`config.mk`:
```
export PLATFORM = sky130hd
export DESIGN_NAME = alu_share_arb
export DESIGN_NICKNAME = d
export VERILOG_FILES = /design/src/rtl/alu_share_arb.sv
export SDC_FILE = /design/constraint.sdc
export NUM_CORES = 1
export LEC_CHECK = 0
export CORE_MARGIN = 2
export CORE_UTILIZATION = 34
export DETAILED_ROUTE_END_ITERATION = 8
export PLACE_DENSITY_LB_ADDON = 0.12
export SLEW_MARGIN = 20
export SYNTH_ARGS = -nofsm -noshare
export SYNTH_HDL_FRONTEND = slang
export SYNTH_SLANG_ARGS = --single-unit
```
`constraint.sdc`:
```
create_clock -name clk -period 1.4 [get_ports clk]
set_input_delay 0.21 -clock clk [delete_from_list [all_inputs] [get_ports clk]]
set_output_delay 0.21 -clock clk [all_outputs]
set_load 0.005 [all_outputs]
```
`src/rtl/alu_share_arb.sv`:
```
// Round-robin arbiter that shares one execute-stage ALU between the pipeline (req0)
// and the cache/AGU (req1). It registers the ALU controls and returns tagged results.
module alu_share_arb #(
  parameter int WIDTH = 16,
  parameter int OPW   = 3
) (
  input  logic             clk,
  input  logic             rst_n,
  input  logic             req0_valid,
  output logic             req0_ready,
  input  logic [OPW-1:0]   req0_op,
  input  logic             req0_invA,
  input  logic             req0_invB,
  input  logic             req0_cin,
  input  logic [WIDTH-1:0] req0_a,
  input  logic [WIDTH-1:0] req0_b,
  input  logic             req1_valid,
  output logic             req1_ready,
  input  logic [OPW-1:0]   req1_op,
  input  logic             req1_invA,
  input  logic             req1_invB,
  input  logic             req1_cin,
  input  logic [WIDTH-1:0] req1_a,
  input  logic [WIDTH-1:0] req1_b,
  output logic [WIDTH-1:0] alu_a,
  output logic [WIDTH-1:0] alu_b,
  output logic [OPW-1:0]   alu_op,
  output logic             alu_invA,
  output logic             alu_invB,
  output logic             alu_cin,
  input  logic [WIDTH-1:0] alu_out,
  input  logic             alu_ofl,
  output logic             rsp_valid,
  input  logic             rsp_ready,
  output logic             rsp_id,
  output logic [WIDTH-1:0] rsp_result,
  output logic             rsp_ofl
);

  typedef enum logic [1:0] {IDLE, EXEC, RESP} state_t;

  state_t state, state_nx;
  logic   prio;
  logic   grant0, grant1;

  // On contention the requester matching prio wins; a lone requester always wins.
  always_comb begin
    grant0     = req0_valid & (~req1_valid | ~prio);
    grant1     = req1_valid & (~req0_valid |  prio);
    req0_ready = (state == IDLE) & rst_n & grant0;
    req1_ready = (state == IDLE) & rst_n & grant1;
  end

  always_ff @(posedge clk) begin
    if (!rst_n) state <= IDLE;
    else        state <= state_nx;
  end

  always_comb begin
    state_nx = state;
    case (state)
      IDLE:    if (req0_ready | req1_ready) state_nx = EXEC;
      EXEC:    state_nx = RESP;
      RESP:    if (rsp_ready) state_nx = IDLE;
      default: state_nx = IDLE;
    endcase
  end

  always_ff @(posedge clk) begin
    if (!rst_n) begin
      prio       <= 1'b0;
      alu_a      <= '0;
      alu_b      <= '0;
      alu_op     <= '0;
      alu_invA   <= 1'b0;
      alu_invB   <= 1'b0;
      alu_cin    <= 1'b0;
      rsp_valid  <= 1'b0;
      rsp_id     <= 1'b0;
      rsp_result <= '0;
      rsp_ofl    <= 1'b0;
    end else begin
      case (state)
        IDLE: begin
          if (req0_ready) begin
            alu_a    <= req0_a;
            alu_b    <= req0_b;
            alu_op   <= req0_op;
            alu_invA <= req0_invA;
            alu_invB <= req0_invB;
            alu_cin  <= req0_cin;
            rsp_id   <= 1'b0;
            prio     <= 1'b1;
          end else if (req1_ready) begin
            alu_a    <= req1_a;
            alu_b    <= req1_b;
            alu_op   <= req1_op;
            alu_invA <= req1_invA;
            alu_invB <= req1_invB;
            alu_cin  <= req1_cin;
            rsp_id   <= 1'b1;
            prio     <= 1'b0;
          end
        end
        EXEC: begin
          rsp_result <= alu_out;
          rsp_ofl    <= alu_ofl;
          rsp_valid  <= 1'b1;
        end
        RESP: begin
          if (rsp_ready) rsp_valid <= 1'b0;
        end
        default: ;
      endcase
    end
  end

endmodule

```
==> flow_summary.json <==
{
  "violations": "setup timing",
  "fp.dieH_um": 92.2,
  "synthTopCellsByArea": "dfxtp_1, a311oi_1, a21oi_1, nand3_1, nand2_1",
  "fin_ws_ns": -0.132,
  "synthToLayoutAreaGrowth_pct": 90.6,
  "slew_headroom": 0.826,
  "die_w_um": 92.2,
  "setup_violations": 40,
  "yosysMostFrequentCell": "dfxtp_1",
  "numCtsBuffers": 9,
  "period_needed_ns": 1.53,
  "min_period_over_period": 1.09,
  "grt_setup_unrepaired": "yes",
  "initial_core_util": 0.346,
  "ys_top_cells_by_count": "dfxtp_1, a21oi_1, a311oi_1, nand3_1, nand2_1",
  "rows": 32,
  "gr-total-overflow": 0,
  "ys_warn_count": 0,
  "synth-seq-area-share": 0.454,
  "top_level_ports": 157,
  "crit_buf_inv": 2,
  "hold_viol_final": 0,
  "peakVddDrop_mv": 0.552,
  "max_stage_delay_ns": 0.34,
  "synth_area_per_cell_um2": 8.17,
  "firstDrtPassIters": 4,
  "dieArea_um2": 8500,
  "io_buffers": 156,
  "worstSetupPathType": "register to primary output",
  "synth_ff_type": "dfxtp_1",
  "cts_tree": "built",
  "async_reset_ff_frac": 0,
  "grt_pass1_wl_mm": 14.8,
  "cpLargestDelayFamily": "simple AND/OR/NAND/NOR gates",
  "wl_per_cell_um": 16.8,
  "gp_congestion": 0.726,
  "first_global_vias": 2973,
  "synth-seq-cells": 60,
  "hpwl_mm": 5.83,
  "drt_wl_total_mm": 9.98,
  "max_freq_mhz": 653,
  "endpoint_kind": "primary output",
  "drtIter0Drc": 117,
  "yosys.area.top_type": "dfxtp_1",
  "dp.cells": 564,
  "cts_num_sinks": 60,
  "slew_violations": 0,
  "slowest_stage": "dfxtp_2",
  "hold_path_class": "input port to register",
  "viasPerCell": 5.36,
  "grtUsageTotal": 0.217,
  "cap_violations": 0,
  "antenna_found_initial": 0,
  "path_cells": "nor3b_4 > buf_6 > and3_4 > buf_6",
  "synth_area_um2": 2650,
  "core-area_um2": 7650,
  "syn_inst": 324,
  "num-fill-cells": 652,
  "clockRootBuffer": "clkbuf_8",
  "insertion_delay_ns": 0.33,
  "drtAntennaViolNets": 0,
  "outcome": "finished, violations left",
  "finalSetupTns_ns": -3.56,
  "crit_top_cell": "buf_6",
  "nets": 584,
  "leakage_uw": 0.00231,
  "finalNonFillerCells": 593,
  "layout-drive-gt1-share": 0.224,
  "cp.arrival_ns": 1.32,
  "grt_start_max_net_pins": 39,
  "required_ns": 1.19,
  "power_density_nw_per_um2": 986,
  "synth_cell_types": 24,
  "syn-num-nets": 422,
  "num_vias": 3179,
  "drcViolationCount": 0,
  "cts_max_level": 3,
  "synth-edff-count": 0,
  "worst_pin_slew_ns": 0.261,
  "skew_ns": 0.00556,
  "cts_buffer_depth": 2,
  "antenna_cells": 0,
  "worstPathMaxFanout": 3,
  "total_power_uw": 4970,
  "critical_path.startpoint_type": "register",
  "path_clk_slew_ns": 0.07,
  "netlist.area_leader.share": 0.454
}
## logic make-up after synthesis
group | share of synthesized area
AO/OA/AOI/OAI | 0.322
buffers and inverters | 0.0742
flip-flops | 0.454
AND/OR/NAND/NOR | 0.150
## cells in the final DEF (no fill, tap or decap), drive strengths merged, types with 3 or more instances in the layout
cell,synthesis,layout
dlygate4sd2,0,27
dlymetal6s2s,0,28
a311oi,38,38
a21oi,57,57
nand3,38,38
clkdlybuf4s50,0,99
buf,23,31
o21ai,41,41
dfxtp,60,60
clkbuf,15,13
nand2,36,36
clkinv,0,4
clkinvlp,0,3
## path summary, 6_finish.rpt
path / from / endpoint / slack, ns / cells past startpoint
min: rst_n / rsp_id$_SDFFE_PN0P_ / 0.41 / 3
max: state[0]$_SDFFE_PN0P_ / req1_ready / -0.13 / 4
min reg2reg: rsp_result[9]$_SDFFE_PN0P_ / rsp_result[9]$_SDFFE_PN0P_ / 0.45 / 2
max reg2reg: state[0]$_SDFFE_PN0P_ / alu_b[0]$_SDFFE_PN0P_ / -0.13 / 5
## what timing repair did
| item | in CTS | in global routing |
|---|---|---|
| endpoints found under the setup margin | 68 | 75 |
| setup buffers | 11 | 0 |
| pin swaps | 13 | 8 |
| gates resized for setup | 84 | 74 |
| cloned | 2 | 4 |
| hold buffers | 0 | 0 |
## worst reg2reg max path, stage by stage (launching register included)
cell and delay [ns]:
dfxtp_2 0.34, buf_4 0.15, or3b_4 0.45, buf_12 0.20, o21ai_2 0.16, a311oi_2 0.10
## routing by layer
metal,share of wire,track usage,vias to the layer above
li1,-,-,1524
met1,0.42,0.274,1517
met2,0.49,0.354,130
met3,0.075,0.0624,8
met4,0.0089,0.0746,0
met5,0,0,-
## cell type report
cell class / count / area (um^2) / share of cell area
timing repair buffer: 189 / 2090 / 0.414
multi-input combinational: 223 / 1400 / 0.277
sequential: 60 / 1230 / 0.244
tap: 102 / 128 / 0.0253
clock buffer: 9 / 124 / 0.0246
clock inverter: 7 / 67.6 / 0.0134
inverter: 3 / 11.3 / 0.00223
## registers in the layout (all words and copies together), names as in the netlist, 2 cells and up
| name | cells |
|---|---|
| alu_a | 16 |
| alu_b | 16 |
| rsp_result | 16 |
| alu_op | 3 |
| state | 2 |
## report_power, final
part / switching (uW) / internal, uW
Combinational: 640 / 832
Clock: 731 / 812
Sequential: 83.7 / 1870
Total: 1460 / 3520
## per-stage QoR
step / util / setup WS, ns / cell area (um^2) / hold WS, ns
after floorplan: - / 0.00401 / 2650 / 0.343
after global placement: 0.574 / -0.468 / 4390 / 0.441
after detailed placement: 0.574 / -0.512 / 4390 / 0.447
after CTS: 0.622 / -0.127 / 4760 / 0.386
after global routing: 0.660 / -0.190 / 5040 / 0.414
final: 0.660 / -0.132 / 5040 / 0.413
No activity file was read; power rests on OpenSTA's default activity.
